<file path="src/rtl/mem_bus_arbiter.sv">
// Two-requester arbiter sharing one SRAM-like bus, one outstanding transaction.
// Data requests win by default; a grant streak counter keeps fetch from starving.
module mem_bus_arbiter #(
    parameter int MAX_DATA_STREAK = 4
) (
    input  logic        clk,
    input  logic        rstn,
    input  logic        i_req,
    input  logic [31:0] i_addr,
    output logic        i_addr_ok,
    output logic        i_data_ok,
    output logic [31:0] i_rdata,
    input  logic        d_req,
    input  logic        d_wr,
    input  logic [1:0]  d_size,
    input  logic [31:0] d_addr,
    input  logic [31:0] d_wdata,
    output logic        d_addr_ok,
    output logic        d_data_ok,
    output logic [31:0] d_rdata,
    output logic        m_req,
    output logic        m_wr,
    output logic [1:0]  m_size,
    output logic [31:0] m_addr,
    output logic [31:0] m_wdata,
    input  logic        m_addr_ok,
    input  logic        m_data_ok,
    input  logic [31:0] m_rdata,
    output logic        busy
);

    localparam logic [3:0] STREAK_MAX = 4'(MAX_DATA_STREAK);

    typedef enum logic [1:0] {IDLE, ADDR, DATA} state_t;
    typedef enum logic [1:0] {OWN_NONE, OWN_FETCH, OWN_DATA} owner_t;

    state_t      state_q, state_d;
    owner_t      owner_q, owner_d;
    logic [3:0]  streak_q, streak_d;
    logic        wr_q, wr_d;
    logic [1:0]  size_q, size_d;
    logic [31:0] addr_q, addr_d;
    logic [31:0] wdata_q, wdata_d;

    logic        grant_data;
    logic        addr_ok_sel;
    logic        data_ok_sel;
    logic        rdata_sel;

    always_ff @(posedge clk or negedge rstn) begin
        if (!rstn) begin
            state_q  <= IDLE;
            owner_q  <= OWN_NONE;
            streak_q <= '0;
            wr_q     <= 1'b0;
            size_q   <= '0;
            addr_q   <= '0;
            wdata_q  <= '0;
        end else begin
            state_q  <= state_d;
            owner_q  <= owner_d;
            streak_q <= streak_d;
            wr_q     <= wr_d;
            size_q   <= size_d;
            addr_q   <= addr_d;
            wdata_q  <= wdata_d;
        end
    end

    always_comb begin
        state_d     = state_q;
        owner_d     = owner_q;
        streak_d    = streak_q;
        wr_d        = wr_q;
        size_d      = size_q;
        addr_d      = addr_q;
        wdata_d     = wdata_q;
        addr_ok_sel = 1'b0;
        data_ok_sel = 1'b0;
        rdata_sel   = 1'b0;
        m_req       = 1'b0;
        m_wr        = 1'b0;
        m_size      = '0;
        m_addr      = '0;
        m_wdata     = '0;
        grant_data  = d_req && (!i_req || (streak_q < STREAK_MAX));

        case (state_q)
            IDLE: begin
                if (grant_data) begin
                    owner_d  = OWN_DATA;
                    wr_d     = d_wr;
                    size_d   = d_size;
                    addr_d   = d_addr;
                    wdata_d  = d_wdata;
                    // Streak only grows while fetch is actually being passed over.
                    if (!i_req) begin
                        streak_d = '0;
                    end else if (streak_q < STREAK_MAX) begin
                        streak_d = streak_q + 4'd1;
                    end
                    state_d  = ADDR;
                end else if (i_req) begin
                    owner_d  = OWN_FETCH;
                    wr_d     = 1'b0;
                    size_d   = 2'd2;
                    addr_d   = i_addr;
                    wdata_d  = '0;
                    streak_d = '0;
                    state_d  = ADDR;
                end
            end
            ADDR: begin
                m_req       = 1'b1;
                m_wr        = wr_q;
                m_size      = size_q;
                m_addr      = addr_q;
                m_wdata     = wdata_q;
                addr_ok_sel = m_addr_ok;
                // A response without address acceptance is stray and dropped.
                data_ok_sel = m_addr_ok && m_data_ok;
                rdata_sel   = m_addr_ok && m_data_ok;
                if (m_addr_ok) begin
                    if (m_data_ok) begin
                        state_d = IDLE;
                        owner_d = OWN_NONE;
                    end else begin
                        state_d = DATA;
                    end
                end
            end
            DATA: begin
                data_ok_sel = m_data_ok;
                rdata_sel   = 1'b1;
                if (m_data_ok) begin
                    state_d = IDLE;
                    owner_d = OWN_NONE;
                end
            end
            default: begin
                state_d = IDLE;
                owner_d = OWN_NONE;
            end
        endcase

        i_addr_ok = addr_ok_sel && (owner_q == OWN_FETCH);
        i_data_ok = data_ok_sel && (owner_q == OWN_FETCH);
        i_rdata   = (rdata_sel && (owner_q == OWN_FETCH)) ? m_rdata : '0;
        d_addr_ok = addr_ok_sel && (owner_q == OWN_DATA);
        d_data_ok = data_ok_sel && (owner_q == OWN_DATA);
        d_rdata   = (rdata_sel && (owner_q == OWN_DATA)) ? m_rdata : '0;
        busy      = (state_q != IDLE);
    end

endmodule

</file>
<file path="config.mk">
export PLATFORM = sky130hd
export DESIGN_NAME = mem_bus_arbiter
export DESIGN_NICKNAME = d
export VERILOG_FILES = /design/src/rtl/mem_bus_arbiter.sv
export SDC_FILE = /design/constraint.sdc
export NUM_CORES = 1
export LEC_CHECK = 0
export ABC_CLOCK_PERIOD_IN_PS = 3000
export CORE_MARGIN = 10
export CORE_UTILIZATION = 41
export CTS_CLUSTER_DIAMETER = 40
export DETAILED_ROUTE_END_ITERATION = 8
export GPL_TIMING_DRIVEN = 0
export PLACE_DENSITY = 0.87
export SLEW_MARGIN = 40
export SYNTH_ARGS = -nofsm -noshare
export SYNTH_HDL_FRONTEND = slang
export SYNTH_SLANG_ARGS = --single-unit
</file>
<file path="constraint.sdc">
create_clock -name clk -period 3 [get_ports clk]
set_clock_uncertainty 0.2 [all_clocks]
set_input_delay 0.3 -clock clk [delete_from_list [all_inputs] [get_ports clk]]
set_output_delay 0.3 -clock clk [all_outputs]
set_load 0.05 [all_outputs]
</file>
==> flow_summary_export.csv, run 1 <==
group,metric,value,unit
worst_setup_path,r2r_setup_slack,940,ps
outcome,outcome,"complete, no violations",
placed_design,finalWeightedCongestion,0.9981,
synth,syn-num-nets,676,
clock_network,h-tree-depth,3,
placed_design,postPlaceCellArea,7510,sq um
worst_setup_path,r2r-end,"wdata_q[1]",
grt,grt_pass1_wl,29280,um
drt,wl_met3,1244,um
worst_setup_path,cp.arrival,2400,ps
hold_path,holdCritPathClass,"in -> reg",
power_and_ir_drop,total_power,6.803,mW
floorplan,die_area,15810,sq um
synth,syn_avg_cell_area,8.567,sq um
floorplan,fp-row-count,38,
floorplan,core,10890,sq um
clock_network,cts_buffer_depth,2,
power_and_ir_drop,max-vdd-ir-drop,0.0004714,V
worst_setup_path,crit_type,"reg -> out",
drt,wl_met1,7150,um
synth,yosysTopAreaCellShare,0.4095,
drt,first_pass_iters,5,
power_and_ir_drop,power_leakage,3.700,nW
cells_and_area,drive_above_1_share,0.2415,
placed_design,dpl.hpwl,15450,um
drt,highest_layer,"met4",
worst_setup_path,r2r-start,"state_q[1]",
cells_and_area,final_nets,961,
synth,yosys_warnings,0,
synth,netlist_instances,535,
synth,yosys.area.top_type,"dfrtp_1",
floorplan,die-width,125.7,um
floorplan,chipHeight,125.7,um
grt,track_usage,0.2294,
clock_network,clock_sinks,75,
synth,syn_area,4583,sq um
synth,netlist_top_cells_area,"dfrtp_1 (41%), and2_1 (11%), nand2_1 (11%)",
synth,synthFlopType,"dfrtp_1",
grt,gr-total-overflow,0,
worst_setup_path,end_kind,"output pin",
timing,fin_crit_sh,0.9664,
synth,synth_commonest_cells,"nand2_1 (136), and2_1 (83), dfrtp_1 (75)",
synth,synth_edf_count,0,
cells_and_area,n_fill_cell,949,
drt,vias_per_cell,5.063,
timing,setup_viol,0,
placed_design,port_buffers,272,
synth,ys_async_sr_fraction,1.000,
worst_setup_path,start_kind,"flip-flop",
cells_and_area,diodes,0,
hold_path,min_from,"i_req",
cells_and_area,seqCellArea,1877,sq um
drt,drc,0,
floorplan,ios,274,
power_and_ir_drop,power_density,925.4,nW/um^2
grt,grt_max_degree,46,
drt,wire_per_inst,19.77,um
drt,met2_length,10160,um
floorplan,initial_core_util,0.4209,
grt,antenna_found_initial,0,
worst_setup_path,rr_worst_depth,8,
run,maxCapViolations,0,
cells_and_area,multiInputGateArea,2452,sq um
timing,hold_viol,0,
clock_network,numCtsBuffers,9,
drt,dr.first_iter.drc_count,221,
worst_setup_path,required,2500,ps
grt,grt_pass1_vias,5166,
clock_network,root_buffer,"clkbuf_8",
cells_and_area,final_util,0.6752,
synth,yosysSeqAreaShare,0.4095,
timing,worst_pin_slew,604.3,ps
synth,synth.distinct_cells,37,
timing,clock.fmax,0.3449,GHz
clock_network,cts_tree,"yes",
synth,yosysMostFrequentCell,"nand2_1",
timing,relSlewSlack,0.5959,
hold_path,worstHoldPathCells,2,
worst_setup_path,critPathMaxFanout,10,
hold_path,whs_endpoint,"streak_q[2]",
cells_and_area,syn_to_final_growth,60.41,%
timing,setup_tns,0,ps
drt,wirelength,19060,um
drt,detail-route-antenna-nets,0,
cells_and_area,design_area,7352,sq um
timing,drv_slew,0,
synth,yosys_register_bits,75,
timing,fin_crit,2899,ps
clock_network,clkTransAtPathRegs,80,ps
drt,vias,4881,
clock_network,clk_latency,360,ps
worst max-delay path: stages (launching register included):
cell and delay, ps:
dfrtp_1 420, inv_1 110, ha_1 170, buf_4 180, clkbuf_1 390, and2_1 210, dlygate4sd2_1 550
power breakdown:
part | internal, mW | leakage [nW] | switching [mW]
Clock | 0.399 | 0.102 | 0.384
Combinational | 1.36 | 2.65 | 2.95
Sequential | 1.48 | 0.948 | 0.231
kinds of logic (layout without fill, tap and decap cells):
kind of cell / Yosys count / count (layout) / synth area share
DFF: 75 / 75 / 0.4095
adders and majority gates: 4 / 4 / 0.01092
buffers and inverters: 52 / 341 / 0.05815
muxes: 3 / 3 / 0.007098
AOI/OAI and AO/OA: 79 / 79 / 0.1335
and+or+nand+nor: 322 / 322 / 0.3808
sequential cells by signal (all words and copies together), names as in the netlist:
name,flops
wr_q,1
wdata_q,32
size_q,2
streak_q,4
addr_q,32
owner_q,2
state_q,2
routing by layer:
layer  track usage  up-vias
li1              -     2339
met1        0.2393     2315
met2        0.4331      198
met3       0.05914       29
met4       0.07859        0
met5             0        -
worst max path at each step:
stage | from | end | slack, ps
final | state_q[1] | m_wdata[5] | 100
after global routing | state_q[1] | m_addr[22] | -0.2
after CTS | state_q[1] | d_data_ok | 2
after detailed placement | m_addr_ok | d_rdata[27] | -180
after global placement | rstn | addr_q[3] | -1160
after floorplan | state_q[1] | d_data_ok | 240
repair_timing:
action,CTS,global route
pin swaps,2,0
gates resized for setup,255,174
hold endpoints to repair,75,0
hold buffers,1,0
setup buffers,0,0
endpoints found under the setup margin,128,106
stage by stage:
stage,setup slack [ps],hold slack [ps],instances
after floorplan,241.5,-195.6,535
after global placement,-1160,255.3,947
after detailed placement,-179.7,-0.5905,948
after CTS,1.523,78.87,964
after global routing,-0.1703,79.78,964
final,100.7,81.11,964
cells in the final DEF, fill, tap and decap left out, drive strengths merged, types with 5 or more instances in the layout:
| cell type | instances |
|---|---|
| dlygate4sd2 | 46 |
| o21ai | 40 |
| and2 | 133 |
| inv | 5 |
| clkbuf | 50 |
| buf | 80 |
| clkdlybuf4s15 | 11 |
| dfrtp | 75 |
| nor2 | 6 |
| dlymetal6s2s | 7 |
| clkdlybuf4s50 | 136 |
| o211ai | 32 |
| nand4 | 33 |
| nand2 | 136 |
area by class of cell:
| type | instances | share of cell area |
|---|---|---|
| sequential | 75 | 0.2553 |
| buffer | 47 | 0.03421 |
| clock inverter | 5 | 0.007318 |
| inverter | 5 | 0.002553 |
| tap | 140 | 0.02383 |
| multi-input combinational | 408 | 0.3336 |
| timing repair buffer | 274 | 0.3245 |
| clock buffer | 10 | 0.01872 |
Note: power is estimated with default switching activity, not from simulation.
==> run 2: changes to the inputs <==
--- a/config.mk
+++ b/config.mk
@@ -6,7 +6,7 @@
 export NUM_CORES = 1
 export LEC_CHECK = 0
 export ABC_CLOCK_PERIOD_IN_PS = 3000
-export CORE_MARGIN = 10
+export CORE_MARGIN = 2
 export CORE_UTILIZATION = 41
 export CTS_CLUSTER_DIAMETER = 40
 export DETAILED_ROUTE_END_ITERATION = 8
==> flow_summary_export.csv, run 2 (synthesized netlist as in run 1, its figures left out) <==
group,metric,value,unit
worst_setup_path,required,2500,ps
drt,dr.first_iter.drc_count,230,
grt,antenna_found_initial,3,
worst_setup_path,rr_worst_depth,7,
timing,worst_pin_slew,542.8,ps
timing,setup_viol,0,
worst_setup_path,crit_type,"reg -> out",
drt,first_pass_iters,5,
hold_path,worstHoldPathCells,2,
timing,drv_slew,0,
cells_and_area,drive_above_1_share,0.2303,
floorplan,core,10890,sq um
placed_design,dpl.hpwl,12940,um
floorplan,ios,274,
placed_design,postPlaceCellArea,7510,sq um
run,maxCapViolations,0,
grt,gr-total-overflow,0,
grt,grt_max_degree,47,
drt,vias,4973,
clock_network,clock_sinks,75,
outcome,outcome,"complete, no violations",
power_and_ir_drop,max-vdd-ir-drop,0.0006338,V
cells_and_area,top_regs,"addr_q x32, wdata_q x32, streak_q x4",
placed_design,place_ws,-144.7,ps
clock_network,clk_latency,360,ps
power_and_ir_drop,power_density,929.0,nW/um^2
drt,drc,0,
grt,grt_pass1_vias,4914,
timing,fin_crit_sh,0.9634,
grt,track_usage,0.2745,
power_and_ir_drop,total_power,6.865,mW
drt,wirelength,16710,um
placed_design,finalWeightedCongestion,0.8710,
worst_setup_path,r2r-start,"state_q[1]",
timing,fin_hold_ws,79.44,ps
clock_network,cts_setup_buffers,0,
cells_and_area,final_cell_mix,"nand2_1 (136), clkdlybuf4s50_1 (136), and2_1 (83), dfrtp_1 (75), buf_2 (71)",
clock_network,clkTransAtPathRegs,80,ps
clock_network,numCtsBuffers,9,
timing,clock.fmax,0.3460,GHz
worst_setup_path,end_kind,"output pin",
cells_and_area,design_area,7390,sq um
clock_network,h-tree-depth,3,
timing,hold_viol,0,
worst_setup_path,start_kind,"flip-flop",
clock_network,root_buffer,"clkbuf_8",
drt,wire_per_inst,17.26,um
worst_setup_path,cp.arrival,2390,ps
timing,setup_tns,0,ps
hold_path,whs_endpoint,"streak_q[2]",
timing,fin_crit,2890,ps
timing,setup_ws,109.9,ps
drt,vias_per_cell,5.137,
worst_setup_path,critPathMaxFanout,10,
timing,relSlewSlack,0.6370,
worst_setup_path,max_stage_delay,560,ps
placed_design,port_buffers,272,
hold_path,min_from,"i_req",
worst_setup_path,worstPathCellList,"inv_1 -> ha_1 -> buf_4 -> clkbuf_1 -> and2_1 -> dlygate4sd2_1",
cells_and_area,syn_to_final_growth,61.23,%
floorplan,die_area,12040,sq um
worst_setup_path,r2r-end,"addr_q[16]",
hold_path,holdCritPathClass,"in -> reg",
clock_network,cts_tree,"yes",
drt,detail-route-antenna-nets,0,
floorplan,fp-row-count,38,
power_and_ir_drop,power_leakage,3.757,nW
floorplan,chipHeight,109.7,um
clock_network,cts_buffer_depth,2,
grt,grt_pass1_wl,25310,um
worst_setup_path,r2r_setup_slack,920,ps
floorplan,die-width,109.7,um
worst_setup_path,crit_slowest_cell,"dlygate4sd2_1",
cells_and_area,n_fill_cell,966,
floorplan,initial_core_util,0.4209,
cells_and_area,final_nets,961,
## run 2: cell count changes in the layout (fill, tap and decap cells not counted)
cell,previous run,this run
diode_2,0,3
clkbuf_4,8,1
dlygate4sd2_1,46,59
bufinv_16,1,2
clkdlybuf4s15_1,11,4
clkinv_2,3,1
dlymetal6s2s_1,7,8
buf_1,2,1
clkbuf_1,16,20
buf_2,65,71
clkbuf_2,16,9
## run 2: final cells by class
cell class,instances,area [sq um],area share
Antenna cell,3,7.507,0.001016
Buffer,47,252.7,0.03420
Clock buffer,12,145.1,0.01964
Clock inverter,4,73.82,0.009990
Inverter,5,18.77,0.002540
Multi-Input combinational cell,408,2452,0.3319
Sequential cell,75,1877,0.2540
Tap cell,140,175.2,0.02370
Timing Repair Buffer,274,2387,0.3231
## run 2: worst max-delay path, delay by kind of cell, from the launching register on
kind / cells / cell delay [ps]
flops: 1 / 420
simple gates: 1 / 200
fa+ha+maj: 1 / 180
buf+inv: 4 / 1220
## run 2: worst max path at each step
stage	startpoint	end	slack [ps]	cells after the start
finish	state_q[1]	m_wr	110	6
global route	state_q[1]	i_rdata[21]	-10	8
global placement	rstn	addr_q[3]	-1140	1
detailed placement	m_addr_ok	i_rdata[21]	-140	6
CTS	state_q[1]	i_rdata[21]	0.2	8
floorplan	state_q[1]	d_data_ok	240	7
## run 2: per-layer routing
layer,vias up,wire length [um],track usage
li1,2342,-,-
met1,2345,6087,0.3073
met2,232,8699,0.4850
met3,54,1198,0.05453
met4,0,723,0.1546
met5,-,0,0
## run 2: report_power, final
part / internal [mW] / switching, mW / total (mW)
Sequential: 1.48 / 0.238 / 1.72
Combinational: 1.35 / 2.91 / 4.27
Clock: 0.492 / 0.383 / 0.876
## run 2: timing repair
action	4_1_cts	5_1_grt
endpoints found under the hold margin	75	0
setup endpoints to repair	133	78
resized for setup	251	145
hold buffers	1	0
pin swaps	2	0
## run 2: stage by stage
stage | util | instances
2_1_floorplan | - | 535
3_3_place_gp | 0.6871 | 947
3_5_place_dp | 0.6897 | 948
4_1_cts | 0.7102 | 965
5_1_grt | 0.6787 | 968
6_report | 0.6787 | 968
